--- config.mk ---
export PLATFORM = sky130hd
export DESIGN_NAME = spi_cmd_ctrl
export DESIGN_NICKNAME = d
export VERILOG_FILES = /design/src/rtl/spi_cmd_pkg.sv /design/src/rtl/spi_cmd_ctrl.sv
export SDC_FILE = /design/constraint.sdc
export NUM_CORES = 1
export LEC_CHECK = 0
export CAP_MARGIN = 25
export CORE_UTILIZATION = 35
export DETAILED_ROUTE_END_ITERATION = 10
export GPL_ROUTABILITY_DRIVEN = 0
export PLACE_DENSITY_LB_ADDON = 0.05
export SLEW_MARGIN = 20
export SYNTH_ARGS = -nofsm -noshare
export SYNTH_HDL_FRONTEND = slang
export SYNTH_SLANG_ARGS = --single-unit
--- constraint.sdc ---
create_clock -name clk -period 1.9 [get_ports clk]
set_clock_uncertainty 0.05 [all_clocks]
set_input_delay 0.285 -clock clk [delete_from_list [all_inputs] [get_ports clk]]
set_output_delay 0.285 -clock clk [all_outputs]
set_load 0.03 [all_outputs]
--- src/rtl/spi_cmd_pkg.sv ---
`default_nettype none
// ============================================================================
// Module      : spi_cmd_pkg
// Description : Shared types and constants for the SPI command controller:
//               the transaction state encoding, the position of the
//               read/write flag in the command byte, and the default byte
//               returned on a read-data underrun.
// Revision    : 1.0 - initial release
// ============================================================================
package spi_cmd_pkg;

    // Transaction state, explicit 2-bit encoding
    typedef enum logic [1:0] {
        IDLE  = 2'd0,
        CMD   = 2'd1,
        WRITE = 2'd2,
        READ  = 2'd3
    } state_t;

    // Command byte bit selecting read (1) or write (0)
    localparam int CMD_RW_BIT = 7;

    // Byte placed on MISO when prefetched read data is not ready yet
    localparam logic [7:0] DEF_UNDERRUN_BYTE = 8'hEE;

endpackage : spi_cmd_pkg
`default_nettype wire

--- src/rtl/spi_cmd_ctrl.sv ---
`default_nettype none
// ============================================================================
// Module      : spi_cmd_ctrl
// Description : Frame-level transaction controller between the byte-level
//               SPI slave engine and the internal register bus. The first
//               byte of each frame is a command (bit 7 = read, low bits =
//               start address); following bytes are register writes, or
//               MISO slots served from a one-entry read prefetch buffer,
//               with optional address auto-increment.
// Ports       : clk, rst_n            - clock, async active-low reset
//               frame_start/frame_end - SSEL assert / deassert pulses
//               rx_valid, rx_byte     - received MOSI byte
//               tx_req                - engine asks for next MISO byte
//               tx_byte, tx_load      - MISO byte and its load strobe
//               reg_addr/wdata/we/re  - register bus request side
//               reg_rdata, reg_rvalid - register bus read response
//               busy                  - state is not IDLE
//               err_underrun          - sticky underrun flag per frame
//               frame_count           - frames started, modulo 256
// Revision    : 1.0 - initial release
// ============================================================================
module spi_cmd_ctrl
    import spi_cmd_pkg::*;
#(
    parameter int         ADDR_W        = 7,
    parameter bit         AUTO_INC      = 1'b1,
    parameter logic [7:0] UNDERRUN_BYTE = DEF_UNDERRUN_BYTE
) (
    input  logic              clk,
    input  logic              rst_n,
    input  logic              frame_start,
    input  logic              frame_end,
    input  logic              rx_valid,
    input  logic [7:0]        rx_byte,
    input  logic              tx_req,
    output logic [7:0]        tx_byte,
    output logic              tx_load,
    output logic [ADDR_W-1:0] reg_addr,
    output logic [7:0]        reg_wdata,
    output logic              reg_we,
    output logic              reg_re,
    input  logic [7:0]        reg_rdata,
    input  logic              reg_rvalid,
    output logic              busy,
    output logic              err_underrun,
    output logic [7:0]        frame_count
);

    localparam logic [ADDR_W-1:0] c_addr_one = ADDR_W'(1);

    state_t              r_state;
    logic [ADDR_W-1:0]   r_addr;
    logic [7:0]          r_wdata;
    logic                r_we;
    logic                r_re;
    logic [7:0]          r_tx_byte;
    logic                r_tx_load;
    logic                r_err_underrun;
    logic [7:0]          r_frame_count;
    logic [7:0]          r_buf;
    logic                r_buf_valid;
    logic                r_rd_pending;

    // A response only counts when we actually have a read in flight
    logic                w_rd_ret;
    assign w_rd_ret = reg_rvalid && r_rd_pending;

    always_ff @(posedge clk or negedge rst_n) begin
        if (!rst_n) begin
            r_state        <= IDLE;
            r_addr         <= '0;
            r_wdata        <= 8'h00;
            r_we           <= 1'b0;
            r_re           <= 1'b0;
            r_tx_byte      <= 8'h00;
            r_tx_load      <= 1'b0;
            r_err_underrun <= 1'b0;
            r_frame_count  <= 8'h00;
            r_buf          <= 8'h00;
            r_buf_valid    <= 1'b0;
            r_rd_pending   <= 1'b0;
        end else begin
            r_we      <= 1'b0;
            r_re      <= 1'b0;
            // Every tx_req gets exactly one load pulse on the next cycle
            r_tx_load <= tx_req;
            if (tx_req) begin
                r_tx_byte <= 8'h00;
            end

            // Write address advances the cycle after its strobe
            if (r_we && AUTO_INC) begin
                r_addr <= r_addr + c_addr_one;
            end

            // Responses arriving outside READ belong to an abandoned frame
            if (reg_rvalid && (frame_start || r_state != READ)) begin
                r_rd_pending <= 1'b0;
            end

            if (frame_start) begin
                // Restart from any state; a lost frame_end is tolerated
                r_state        <= CMD;
                r_frame_count  <= r_frame_count + 8'd1;
                r_err_underrun <= 1'b0;
                r_buf_valid    <= 1'b0;
            end else begin
                case (r_state)
                    IDLE: begin
                    end

                    CMD: begin
                        if (tx_req) begin
                            r_tx_byte <= r_frame_count;
                        end
                        if (frame_end) begin
                            r_state <= IDLE;
                        end else if (rx_valid) begin
                            r_addr <= rx_byte[ADDR_W-1:0];
                            if (rx_byte[CMD_RW_BIT]) begin
                                // First prefetch goes out immediately
                                r_state      <= READ;
                                r_re         <= 1'b1;
                                r_rd_pending <= 1'b1;
                            end else begin
                                r_state <= WRITE;
                            end
                        end
                    end

                    WRITE: begin
                        // A byte completing together with frame_end is
                        // still written
                        if (rx_valid) begin
                            r_we    <= 1'b1;
                            r_wdata <= rx_byte;
                        end
                        if (frame_end) begin
                            r_state <= IDLE;
                        end
                    end

                    READ: begin
                        if (tx_req) begin
                            if (r_buf_valid) begin
                                r_tx_byte    <= r_buf;
                                r_buf_valid  <= 1'b0;
                                r_re         <= 1'b1;
                                r_rd_pending <= 1'b1;
                            end else if (w_rd_ret) begin
                                // Data arrives just in time: bypass the
                                // buffer, keep one read in flight
                                r_tx_byte <= reg_rdata;
                                r_re      <= 1'b1;
                                if (AUTO_INC) begin
                                    r_addr <= r_addr + c_addr_one;
                                end
                            end else begin
                                // Read stays pending; its data serves the
                                // next slot
                                r_tx_byte      <= UNDERRUN_BYTE;
                                r_err_underrun <= 1'b1;
                            end
                        end else if (w_rd_ret) begin
                            r_buf        <= reg_rdata;
                            r_buf_valid  <= 1'b1;
                            r_rd_pending <= 1'b0;
                            if (AUTO_INC) begin
                                r_addr <= r_addr + c_addr_one;
                            end
                        end
                        if (frame_end) begin
                            r_state     <= IDLE;
                            r_buf_valid <= 1'b0;
                        end
                    end

                    default: begin
                        r_state <= IDLE;
                    end
                endcase
            end
        end
    end

    assign tx_byte      = r_tx_byte;
    assign tx_load      = r_tx_load;
    assign reg_addr     = r_addr;
    assign reg_wdata    = r_wdata;
    assign reg_we       = r_we;
    assign reg_re       = r_re;
    assign busy         = (r_state != IDLE);
    assign err_underrun = r_err_underrun;
    assign frame_count  = r_frame_count;

endmodule : spi_cmd_ctrl
`default_nettype wire

==> impl_results.md, run 1 <==
- Status: finished, violations left
- Failing checks: DRC
- Share of layout cells above drive strength 1: 18.18%
- Area share of the largest cell type after synthesis: about half
- # clock sinks: 47
- Row count: 29
- Adder-Cell Fraction of Synth Area: 1.060%
- Starting density of the core: 36.76%
- CP arrival: roughly 1.5 ns
- Post-synthesis sequential area ratio: 49.81%
- Period utilisation layout: between 90% and 100%
- # IOs: 59
- CP delay by family, top: buffers and inverters
- Worst-Margin Slew: just under 0.7 ns
- Cells after synthesis: 236
- DR iter-0 viols: 81
- PD cells: between 900 and 1000 nW/um^2
- Fin crit period: roughly 1.8 ns
- Antenna viol nets, final: 0
- Clock root buffer: clkbuf_8
- Vias post-DR: 2014
- Worst-path cell chain: clkdlybuf4s50_1
- Post-Synth Simple-Gate Area: approximately 15%
- Maximum VDD drop: around 460 uV
- Ys Warns: 0
- Slew HR: between 50 and 60%
- Postcts setup bufs: 0
- Core area: 6422 um^2
- Pleak: roughly 0.0014 uW
- Ant. Diodes: 0
- Crit path required time: approximately 1.6 ns
- Number of buffers and inverters on the critical path: 1
- Nets: around 340
- #FFs+latches synth: 47
- Die Ht: about 84 um
- Wire length per cell: about 14 um
- GRT Util Overall: between 10% and 20%
- Yosys top cell by area: dfrtp_1
- MaxCap Viol Count: 0
- Type of origin of the critical path: flip-flop
- Complex-gate fraction of the synthesized area: 15.58%
- Cell Area, Synth: approximately 2400 um^2
- H-tree levels: 2
- Vias in the first global route: roughly 1900
- Final hold violation count: 0
- Total Negative Setup Slacks: 0 ns
- Vias per inst: approximately 5
- Worst Setup End Kind: output port
- Slowest Stage Delay on Critical Path: approximately 0.71 ns
- Post-Syn Nets: 261
- Syn_area_per_cell: about 10 um^2
- Initial antenna violation count: 0
- Crit Path Class: flip-flop to output port
- Clock transition at the registers of the reported paths: 0.09 ns
- Final Setup Violations: 0
- HPWL after detailed placement: roughly 4.3 mm
- TritonCTS buffer count: 5
- DIE WIDTH: around 84 um
- Worst-path maximum fanout: 6
- CP max stage cell: clkdlybuf4s50_1
- WL final: about 5.6 mm
- # DRC: 6
- Die ar.: 7078 um^2
- Final hold slack: about 0.44 ns
- Most area-consuming cells after synthesis: dfrtp_1 50%, mux2_2 6.7%, o21ai_0 4.2%
- RSZ-0062 raised after global routing: false
- CTS tree: done
- I/O Buffers: 58
- Hold crit path type: input pin to async pin
- Largest net degree at the start of global routing: 25
- Max-slew violation count: 0
- Synthesis-to-finish area growth: 41.55%
- DRT Pass-1 Iters: 9
- Fmax achieved: between 500 and 600 MHz
- Fraction of synthesized area in multiplexers: 8.532%
- Synth Area in XOR/XNOR: under 10%
- Clk_lat worst skew: 0.30 ns
- First-pass GRT wire length: roughly 9.4 mm
- Clock Tree Buf Depth: 2
- Distinct cells, synth: 43
- Total gr overflow: 0
- Largest family of logic cells by synthesized area: compound AO/OA/AOI/OAI gates
## state kept, by name (all words and copies together) (netlist names)
| signal | count |
|---|---|
| reg_we | 1 |
| r_rd_pending | 1 |
| frame_count | 8 |
| reg_addr | 7 |
| r_state | 2 |
| err_underrun | 1 |
| reg_wdata | 8 |
| tx_load | 1 |
| r_buf_valid | 1 |
| reg_re | 1 |
| tx_byte | 8 |
| r_buf | 8 |
## placed cells by master (no fill, tap or decap), drive strengths merged, types with 2 or more instances in the layout
cell	synthesis	routed
clkdlybuf4s50	0	54
dfrtp	47	47
buf	4	30
nand2	26	26
o21ai	20	20
nor2	18	18
mux2	17	17
xor2	10	10
a22oi	9	9
inv	9	9
xnor2	8	8
o22ai	8	8
a21oi	6	6
clkbuf	9	6
nand4	5	5
nor3	5	5
nand3	4	4
nor2b	3	3
a31oi	2	2
o221ai	2	2
a21boi	2	2
and3	2	2
o211ai	2	2
ha	2	2
dlymetal6s2s	0	2
or2	2	2
and2	2	2
## synth_stat cells, drive strengths merged
library cell  instances
a21boi                2
nor3                  5
xnor2                 8
nand3                 4
a311oi                1
o211ai                2
a211oi                1
or2                   2
o2bb2ai               1
dfrtp                47
nand2                26
clkbuf                9
or3b                  1
and3                  2
nor4bb                1
nand3b                1
ha                    2
o21bai                1
a21oi                 6
o221ai                2
a31o                  1
nand4                 5
o2111ai               1
inv                   9
mux2                 17
and2                  2
mux2i                 1
nor2b                 3
nor2                 18
o22ai                 8
o21ai                20
nand2b                1
a22oi                 9
buf                   4
xor2                 10
a31oi                 2
a221o                 1
## per-layer routing
layer	vias up	global-route usage [%]	wire length [um]
li1	993	-	-
met4	0	4.702	55
met2	43	25.34	2509
met3	4	3.343	178
met5	-	0	0
met1	974	25.38	2860
## power breakdown
part | switching (uW) | total, uW | internal (uW)
Clock | 332 | 758 | 426
Sequential | 199 | 1360 | 1170
Combinational | 623 | 1170 | 550
## worst register-to-register path, delay by kind of cell (launching register included)
kind            cells  cell delay (ns)
simple gates        1             0.07
buf+inv             1             0.18
xor+xnor            1             0.16
flops               1             0.47
compound gates      3             0.67
## worst paths after layout
kind | end | slack [ns] | startpoint | cells after the start
worst max-delay path | frame_count[2] | 0.09 | frame_count[2] | 1
worst min-delay path | frame_count[2] | 0.44 | rst_n | 3
worst max register to register | reg_addr[6] | 0.22 | r_state[0] | 6
worst min register to register | r_buf[6] | 0.44 | r_buf[6] | 1
max in group asynchronous | r_state[0] | 1.10 | rst_n | 3
min in group clk | r_buf[6] | 0.44 | r_buf[6] | 1
## logic make-up after synthesis
group | after synthesis
adder cells (fa/ha/maj) | 2
AO/OA/AOI/OAI | 58
XOR/XNOR | 18
flip-flops | 47
multiplexers | 18
buffers and inverters | 22
AND/OR/NAND/NOR | 71
## cell type report
class                           count  area, um^2
Clock inverter                      2       35.03
Multi-Input combinational cell    167        1099
Clock buffer                        6       82.58
Tap cell                           77       96.34
Fill cell                         622        3080
Inverter                            9       33.78
Sequential cell                    47        1176
Timing Repair Buffer               88       819.5
## repair_timing
item	4_1_cts	5_1_grt
endpoints found under the hold margin	47	0
endpoints found under the setup margin	1	2
gates resized for setup	1	2
hold buffers	1	0
## stage by stage
stage          worst slack [ns]  std cells  utilization [%]  instance area (um^2)  power [uW]
2_1_floorplan            0.2898        236                -                  2361        2010
3_3_place_gp           -0.04374        387            49.99                  3211        2564
3_5_place_dp           -0.08481        387            49.99                  3211        2571
4_1_cts                 0.01322        396            51.96                  3337        3340
5_1_grt                 0.01571        396            52.04                  3342        3489
6_report                0.08840        396            52.04                  3342        3295
Power figures use the tool's default switching activity.
==> inputs of run 2 (changes only) <==
--- a/config.mk
+++ b/config.mk
@@ -10,7 +10,6 @@
 export DETAILED_ROUTE_END_ITERATION = 10
 export GPL_ROUTABILITY_DRIVEN = 0
 export PLACE_DENSITY_LB_ADDON = 0.05
-export SLEW_MARGIN = 20
 export SYNTH_ARGS = -nofsm -noshare
 export SYNTH_HDL_FRONTEND = slang
 export SYNTH_SLANG_ARGS = --single-unit
==> constraint.sdc (replaced) <==
create_clock -name clk -period 1.5 [get_ports clk]
set_clock_uncertainty 0.05 [all_clocks]
set_input_delay 0.225 -clock clk [delete_from_list [all_inputs] [get_ports clk]]
set_output_delay 0.225 -clock clk [all_outputs]
set_load 0.03 [all_outputs]
==> impl_results.md, run 2 (same netlist as run 1, synthesis figures left out) <==
- Fmax achieved: approximately 610 MHz
- Final hold violation count: 0
- CP delay by family, top: simple AND/OR/NAND/NOR gates
- CP max stage cell: dfrtp_1
- # IOs: 59
- Slowest Stage Delay on Critical Path: around 0.41 ns
- Final WS setup: -0.1308 ns
- Hold crit path type: input pin to flip-flop
- Total Negative Setup Slacks: -2.079 ns
- Die Ht: about 84 um
- Commonest non-fill, non-tap cell in the layout: buf_4
- Final hold slack: around 0.31 ns
- GRT Util Overall: 18.84%
- CP arrival: 1.77 ns
- TritonCTS buffer count: 5
- Clock Tree Buf Depth: 2
- Utilization after layout: 57.06%
- Area occupied by multi-input gates: 1294 um^2
- Worst-Margin Slew: roughly 0.39 ns
- Status: finished, violations left
- Vias per inst: about 5
- Worst Setup End Kind: flip-flop
- RSZ-0062 raised after global routing: true
- Clock transition at the registers of the reported paths: ~0.09 ns
- WL final: ~6.3 mm
- Register Area: approximately 1200 um^2
- Fin crit period: roughly 1.6 ns
- Starting density of the core: 36.76%
- Wire length per cell: roughly 15 um
- Leading cell types in the layout, fill and taps excluded: 44 x buf_4, 43 x dfrtp_1, 34 x dlygate4sd2_1
- Synthesis-to-finish area growth: 55.22%
- First-pass GRT wire length: 10.36 mm
- Type of origin of the critical path: flip-flop
- Largest net degree at the start of global routing: 48
- Crit path required time: ~1.6 ns
- DP Area: 3367 um^2
- Crit Path Class: flip-flop to flip-flop
- # DRC: 8
- Maximum VDD drop: just under 500 uV
- Final Setup Violations: 27
- Ant. Diodes: 0
- Vias in the first global route: 2046
- Max-slew violation count: 0
- I/O Buffers: slightly below 60
- Worst-path cell chain: buf_6 -> nand2_4 -> or2_4 -> nor3_4 -> buf_12 -> mux2_4
- # clock sinks: between 40 and 50
- DIE WIDTH: between 80 and 90 um
- Worst slack at placement: -0.3745 ns
- Fillers: a little over 600
- PD cells: 1121 nW/um^2
- Initial antenna violation count: 0
- Die ar.: between 7000 and 8000 um^2
- CTS tree: done
- Clk_lat worst skew: around 0.30 ns
- Period utilisation layout: 108.7%
- Slew HR: about three quarters
- DR iter-0 viols: 80
- Clock root buffer: clkbuf_8
- Share of layout cells above drive strength 1: slightly above 30%
- Row count: 29
- MaxCap Viol Count: 0
- Total gr overflow: 0
- Nets: 365
- H-tree levels: 2
- Core area: about 6400 um^2
- Worst-path maximum fanout: 8
- Vias post-DR: about 2100
- Number of buffers and inverters on the critical path: 2
- Design Area, Final: ~3700 um^2
- Pleak: approximately 0.0017 uW
- Failing checks: DRC, setup timing
- DRT Pass-1 Iters: 7
- Antenna viol nets, final: 0
- HPWL after detailed placement: around 4.4 mm
==> run 2: routing by layer <==
layer	GRT usage [%]	wire length, um	vias to the layer above	share of wire, %
li1	-	-	1042	-
met1	26.94	3066	1012	49
met2	29.21	2890	48	46
met3	3.147	211	6	3.4
met4	6.113	83	0	1.3
met5	0	0	-	0
==> run 2: power by group <==
group / switching (uW) / total (uW) / leakage [uW] / internal [uW]
clock network: 444 / 771 / 0.0000412 / 327
logic: 946 / 1700 / 0.00104 / 750
registers: 163 / 1640 / 0.000613 / 1480
total: 1550 / 4110 / 0.00169 / 2560
==> run 2: worst reg2reg max path, cell delays in order (launching register included) <==
cell and delay [ns]:
dfrtp_1 0.41, buf_6 0.13, nand2_4 0.04, or2_4 0.24, nor3_4 0.19, buf_12 0.16
mux2_4 0.30
==> run 2: repair_timing <==
item | in CTS | in global routing
buffers inserted | 4 | 2
hold buffers | 1 | 0
cloned | 1 | 0
hold endpoints to repair | 47 | 0
resized for setup | 72 | 28
pin swaps | 5 | 13
setup endpoints to repair | 59 | 32
==> run 2: worst paths after layout <==
| kind | from | endpoint | slack [ns] | depth (start not counted) |
|---|---|---|---|---|
| setup / recovery | r_state[0] | r_buf[6] | -0.13 | 6 |
| hold / removal | tx_req | tx_load | 0.31 | 2 |
| setup reg to reg | r_state[0] | r_buf[6] | -0.13 | 6 |
| hold reg to reg | reg_wdata[5] | reg_wdata[5] | 0.46 | 1 |
| max in group asynchronous | rst_n | reg_addr[1] | 0.78 | 3 |
| min in group asynchronous | rst_n | frame_count[6] | 0.38 | 3 |
==> run 2: area by class of cell <==
type                       count  share of cell area [%]
clock inverter                 2                  0.3414
sequential                    47                   32.23
timing repair buffer         110                   26.60
multi-input combinational    167                   35.30
inverter                       9                  0.9218
clock buffer                   6                   1.980
tap                           77                   2.629
==> run 2: metrics by stage <==
stage	std cells	total power, uW
global placement	403	3410
global route	418	4348
floorplan	236	2568
CTS	417	4123
finish	418	4109
detailed placement	403	3421
